File: src/rtl/serial_adder.sv
// rtl/serial_adder.sv - digit-serial add/subtract unit, BPC bits per clock, LSB first; optional accumulator under SERIAL_ADDER_ACCUM_EN
module serial_adder #(
    parameter int WIDTH = 8,
    parameter int BPC   = 1
) (
    input  logic             clk,
    input  logic             rst,
    input  logic             in_valid,
    output logic             in_ready,
    input  logic [WIDTH-1:0] op_a,
    input  logic [WIDTH-1:0] op_b,
    input  logic             sub,
    output logic             out_valid,
    input  logic             out_ready,
    output logic [WIDTH-1:0] sum,
    output logic             carry_out,
    output logic             overflow,
    output logic             busy
`ifdef SERIAL_ADDER_ACCUM_EN
    ,
    input  logic             acc_clr
`endif
);

    localparam int N  = WIDTH / BPC;
    localparam int CW = (N > 1) ? $clog2(N) : 1;
    localparam logic [CW-1:0] LAST = CW'(N - 1);

    // Reject parameter sets that cannot be processed in whole digits.
    generate
        if (BPC < 1 || WIDTH < 2 || (WIDTH % BPC) != 0) begin : g_bad_params
            $error("serial_adder: BPC must be >= 1 and divide WIDTH, WIDTH must be >= 2");
        end
    endgenerate

    typedef enum logic [1:0] {
        IDLE,
        RUN,
        DONE
    } state_t;

    state_t           state;
    logic [WIDTH-1:0] a_reg;
    logic [WIDTH-1:0] b_reg;
    logic [WIDTH-1:0] res_reg;
    logic             carry;
    logic [CW-1:0]    count;

    logic [BPC-1:0]   slice_sum;
    logic [BPC:0]     slice_c;
    logic [WIDTH-1:0] next_res;
    logic [WIDTH-1:0] a_src;

    // Ripple full-adder slice over the low BPC bits of the shifting operands.
    always_comb begin
        slice_sum  = '0;
        slice_c    = '0;
        slice_c[0] = carry;
        for (int i = 0; i < BPC; i++) begin
            slice_sum[i]   = a_reg[i] ^ b_reg[i] ^ slice_c[i];
            slice_c[i + 1] = (a_reg[i] & b_reg[i]) | (slice_c[i] & (a_reg[i] ^ b_reg[i]));
        end
    end

    // New digit enters at the top of the result, older digits move toward the LSB.
    always_comb begin
        next_res = WIDTH'({slice_sum, res_reg} >> BPC);
    end

`ifdef SERIAL_ADDER_ACCUM_EN
    logic [WIDTH-1:0] acc;
    logic             unused_op_a;

    assign unused_op_a = ^op_a;

    // A clear that coincides with an accept wins, so that operation starts from zero.
    always_comb begin
        a_src = acc_clr ? '0 : acc;
    end

    // Accumulator: cleared only while idle, loaded with each delivered result.
    always_ff @(posedge clk) begin
        if (rst) begin
            acc <= '0;
        end else if (state == IDLE && acc_clr) begin
            acc <= '0;
        end else if (out_valid && out_ready) begin
            acc <= sum;
        end
    end
`else
    // Operand A comes straight from the port.
    always_comb begin
        a_src = op_a;
    end
`endif

    // Control FSM and datapath registers; all outputs are registered here.
    always_ff @(posedge clk) begin
        if (rst) begin
            state     <= IDLE;
            in_ready  <= 1'b1;
            out_valid <= 1'b0;
            busy      <= 1'b0;
            sum       <= '0;
            carry_out <= 1'b0;
            overflow  <= 1'b0;
            a_reg     <= '0;
            b_reg     <= '0;
            res_reg   <= '0;
            carry     <= 1'b0;
            count     <= '0;
        end else begin
            case (state)
                IDLE: begin
                    if (in_valid && in_ready) begin
                        a_reg    <= a_src;
                        b_reg    <= sub ? ~op_b : op_b;
                        carry    <= sub;
                        count    <= '0;
                        res_reg  <= '0;
                        in_ready <= 1'b0;
                        busy     <= 1'b1;
                        state    <= RUN;
                    end
                end
                RUN: begin
                    a_reg   <= a_reg >> BPC;
                    b_reg   <= b_reg >> BPC;
                    res_reg <= next_res;
                    carry   <= slice_c[BPC];
                    count   <= count + 1'b1;
                    if (count == LAST) begin
                        sum       <= next_res;
                        carry_out <= slice_c[BPC];
                        overflow  <= slice_c[BPC] ^ slice_c[BPC-1];
                        busy      <= 1'b0;
                        out_valid <= 1'b1;
                        state     <= DONE;
                    end
                end
                DONE: begin
                    if (out_ready) begin
                        out_valid <= 1'b0;
                        in_ready  <= 1'b1;
                        state     <= IDLE;
                    end
                end
                default: begin
                    state <= IDLE;
                end
            endcase
        end
    end

endmodule
File: config.mk
export PLATFORM = sky130hd
export DESIGN_NAME = serial_adder
export DESIGN_NICKNAME = d
export VERILOG_FILES = /design/src/rtl/serial_adder.sv
export SDC_FILE = /design/constraint.sdc
export NUM_CORES = 1
export LEC_CHECK = 0
export ABC_CLOCK_PERIOD_IN_PS = 1300
export CAP_MARGIN = 5
export CELL_PAD_IN_SITES_DETAIL_PLACEMENT = 1
export CELL_PAD_IN_SITES_GLOBAL_PLACEMENT = 1
export CORE_ASPECT_RATIO = 1.5
export CORE_UTILIZATION = 35
export CTS_CLUSTER_DIAMETER = 150
export CTS_CLUSTER_SIZE = 30
export DETAILED_ROUTE_END_ITERATION = 10
export MAX_ROUTING_LAYER = met4
export PLACE_DENSITY_LB_ADDON = 0.05
export SYNTH_ARGS = -nofsm -noshare
export SYNTH_HDL_FRONTEND = slang
export SYNTH_SLANG_ARGS = --single-unit
File: constraint.sdc
create_clock -name clk -period 1.3 [get_ports clk]
set_clock_uncertainty 0.1 [all_clocks]
set_input_delay 0.39 -clock clk [delete_from_list [all_inputs] [get_ports clk]]
set_output_delay 0.39 -clock clk [all_outputs]
set_load 0.01 [all_outputs]
## Word level (Yosys, flattened, before mapping)

Index checks and enable logic that the tools add are counted.

- Register bits after elaboration: 43
- Latch bits: 0
- RAM bits: 0
- Bits in read-only memories: 0
- Input bits: 21
- Output and inout bits: 13
- Word-level logic and storage cells: 61
- Memories: 0

- Add/subtract/negate cells: 1
- Multipliers: 0
- Div/mod/pow operators: 0
- Magnitude comparators: 0
- Equality and inequality tests: 6
- Shift operators: 0
- Muxes and demuxes: 24
- Bitwise operators: 7
- Reduce and logical (&&, ||, !) cells: 11

Operator list:

| operator | number |
|---|---|
| $pmux 8 s2 | 3 |
| $mux 8 | 4 |
| $reduce_and 3->1 | 4 |
| $not 8->8 | 1 |
| $pmux 1 s2 | 4 |
| $mux 1 | 7 |
| $mux 2 | 3 |
| $ne 2x2->1 const B | 3 |
| $pmux 2 s3 | 1 |
| $pmux 3 s2 | 1 |
| $reduce_bool 2->1 | 3 |
| $reduce_and 2->1 | 2 |
| $add 3x1->3 const B | 1 |
| $eq 3x3->1 const B | 1 |
| $mux 3 | 1 |
| $xor 1x1->1 | 3 |
| $and 1x1->1 | 2 |
| $eq 2x1->1 const B | 1 |
| $eq 2x2->1 const B | 1 |
| $logic_not 2->1 | 1 |
| $logic_and 1x1->1 | 1 |
| $or 1x1->1 | 1 |

## Depth between registers and ports, before layout

- Word-level depth: 4
- Mapped depth: 6
- Gate-level depth less buffers: 5

## Least setup slack after synthesis

No wires, ideal clock.

- Path kind: flip-flop to flip-flop
- From: register count[0]
- To: register overflow
- Library setup time: 0.086 ns
- Arrival time: 1.192 ns
- Required time: 1.114 ns
- Path slack: -0.077 ns
- Stages on the path, launching flop included: 6
- Buffers on the path: 1
- Period minus slack after synthesis: 1.377 ns
- Path through: dfxtp_1 > ha_1 > ha_1 > and3b_1 > buf_2 > a211oi_1

- Cells in the longest elaborated chain, start to end: 2

Ends and longest elaborated chain:

| what | RTL line | RTL |
|---|---|---|
| from (decl) | 47 | `logic [CW-1:0] count;` |
| from (signal assigned) | 132 | `count <= count + 1'b1;` |
| $eq 3x3->1 | 133 | `if (count == LAST) begin` |
| $reduce_and 2->1 (no source line) | -- |  |
| to (signal assigned) | 136 | `overflow <= slice_c[BPC] ^ slice_c[BPC-1];` |
| to (decl) | 17 | `output logic overflow,` |

No other way between the ends.
A chain may end at the register's enable or synchronous reset.

## Final worst setup path

Same ends and word-level chain as after synthesis.

==> impl_metrics.json <==
{
  "antenna_left": 0,
  "hold_viol_final": 0,
  "rsz0062_at_grt": "yes",
  "setup_viol": 23,
  "core-area_mm2": 0.00516,
  "crit_type": "flip-flop to flip-flop",
  "nFillCells": 567,
  "drt-initial-drc-count": 71,
  "diodes": 0,
  "place_inst": 320,
  "hp-class": "flip-flop to flip-flop",
  "worst_pin_slew_ps": 336,
  "fmax_mhz": 717,
  "yosysSeqAreaShare": 0.444,
  "ys_seq_elements": 42,
  "cp-end-kind": "flip-flop",
  "grt_max_degree": 24,
  "cp_common_cell": "ha_4",
  "cts_root_buf": "clkbuf_8",
  "vdd_ir_drop_max_mv": 0.534,
  "finalNonFillerCells": 338,
  "grt_usage": 0.214,
  "row_count": 32,
  "grt_pass1_vias": 1891,
  "path_max_fanout": 3,
  "clkLatencyLatePin_ps": 290,
  "hpwl_um": 3730,
  "ios": 34,
  "io_buffers": 33,
  "htreeDepth": 2,
  "post_drt_wl_per_cell_um": 17.0,
  "postCtsHoldBufs": 0,
  "finalWorstSetupSlack_ps": -95.4,
  "crit_path_max_incr_delay_ps": 340,
  "drive_above_1_share": 0.478,
  "synth_area_mm2": 0.00189,
  "drv_slew": 0,
  "cp_top_family": "flip-flops",
  "final_cell_mix": "nand2_1, dfxtp_1, buf_4",
  "max_slew_margin": 0.776,
  "initial_core_util": 0.367,
  "crit_chain": "ha_4, ha_4, and3b_2, buf_6, a211oi_2",
  "synth_area_leader_cell": "dfxtp_1",
  "period_minus_slack_ps": 1400,
  "fin_crit_sh": 1.07,
  "die_height_um": 92.1,
  "synth_cells": 208,
  "wl_um": 5730,
  "place.gp.congestion": 0.849,
  "cp_num_buf_inv": 1,
  "fin_nets": 293,
  "violations": "negative setup slack",
  "drc": 0,
  "worstPathRequired_ps": 1410,
  "crit_path_top_delay_cell": "dfxtp_2",
  "leakagePower_nw": 1.18,
  "grt_overflow": 0,
  "clockBufferDepth": 2,
  "totalNegativeSetupSlack_ps": -1370,
  "clock_sinks": 42,
  "grt_pass1_wl_um": 8850,
  "vias_per_cell": 5.20,
  "maxCapViolations": 0,
  "vias": 1757,
  "dieArea_mm2": 0.00572,
  "syn_nets": 232,
  "layout_commonest_cell": "nand2_1",
  "synth_warnings": 0,
  "synth_cell_types": 32,
  "yosysTopAreaCellShare": 0.444,
  "firstDrtPassIters": 4,
  "syn_area_per_cell_um2": 9.11,
  "yosys-top-cells-area": "dfxtp_1, a21oi_1, nand2_1",
  "clkTransAtPathRegs_ps": 80,
  "antenna_found_initial": 0,
  "syn_to_final_growth_pct": 55.7,
  "status": "finished with violations",
  "cp_data_arrival_time_ps": 1500,
  "numCtsBuffers": 5,
  "cts_tree": "built",
  "start_kind": "flip-flop",
  "die-width_um": 62.1,
  "powerDensity_mw_per_mm2": 1160
}
layout make-up:
class,instances,area [µm²],area share
clock inverter,2,60.1,0.0204
tap,68,85.1,0.0289
clock buffer,6,82.6,0.0280
inverter,2,7.51,0.00255
timing repair buffer,72,681,0.231
sequential,42,868,0.294
multi-input combinational,146,1160,0.395
logic make-up (layout without fill, tap and decap cells):
kind of cell / after synthesis / count (layout) / share of synthesized area
adders and majority gates: 3 / 3 / 0.0238
xor gates and xnor gates: 9 / 9 / 0.0416
muxes: 8 / 8 / 0.0423
buffers and inverters: 20 / 82 / 0.0680
and+or+nand+nor: 52 / 52 / 0.128
DFF: 42 / 42 / 0.444
AOI/OAI and AO/OA: 74 / 74 / 0.252
worst register-to-register path, cell delays in order (launching register included):
cell      delay, ps
dfxtp_2         340
ha_4            160
ha_4            160
and3b_2         230
buf_6           140
a211oi_2        180
Yosys cell counts:
| cell type | count |
|---|---|
| a211oi_1 | 1 |
| a21boi_0 | 1 |
| a21o_1 | 2 |
| a21oi_1 | 33 |
| a21oi_4 | 1 |
| a22o_1 | 7 |
| a2bb2oi_1 | 8 |
| a311oi_1 | 8 |
| and2b_1 | 1 |
| and3b_1 | 1 |
| and4bb_2 | 1 |
| buf_2 | 7 |
| buf_4 | 1 |
| buf_6 | 4 |
| buf_8 | 1 |
| clkbuf_1 | 5 |
| dfxtp_1 | 42 |
| fa_1 | 1 |
| ha_1 | 2 |
| inv_1 | 1 |
| inv_2 | 1 |
| mux2i_1 | 8 |
| nand2_1 | 37 |
| nand2b_1 | 3 |
| nand2b_4 | 1 |
| nand3b_1 | 2 |
| nor2_1 | 4 |
| nor2b_1 | 1 |
| o21ai_0 | 13 |
| or3_1 | 1 |
| xnor2_1 | 1 |
| xor2_1 | 8 |
where the power goes:
group	switching (mW)	internal, mW
Combinational	0.322	0.394
Sequential	0.0609	1.36
Clock	0.452	0.819
per-stage QoR:
stage	instance area, µm²	setup WS, ps	utilization	hold WS, ps	power (mW)
after floorplan	1910	-0.409	-	328	1.74
after global placement	2450	-422	0.475	341	1.92
after detailed placement	2450	-531	0.475	354	1.95
after CTS	2800	-127	0.542	362	3.35
after global routing	2950	-120	0.571	375	3.54
final	2950	-95.4	0.571	363	3.41
repair_timing:
item | in CTS | in global routing
pin swaps | 19 | 33
cloned | 3 | 0
resized for setup | 113 | 44
endpoints found under the setup margin | 53 | 40
buffers inserted | 3 | 6
layer usage:
metal	global-route usage	wire, µm	up-vias
li1	-	-	857
met1	0.227	2220	864
met2	0.389	3310	26
met3	0.0282	114	10
met4	0.0667	90	0
met5	-	0	-
path summary, 6_finish.rpt:
path                              start                     to  slack, ps  cells after the start
hold reg to reg     sum[4]$_SDFFE_PP0P_    sum[4]$_SDFFE_PP0P_        360                      2
setup / recovery  count[0]$_SDFFE_PP0P_  overflow$_SDFFE_PP0P_       -100                      5
setup reg to reg  count[0]$_SDFFE_PP0P_  overflow$_SDFFE_PP0P_       -100                      5
hold / removal      sum[4]$_SDFFE_PP0P_    sum[4]$_SDFFE_PP0P_        360                      2
No activity file was read; power rests on OpenSTA's default activity.
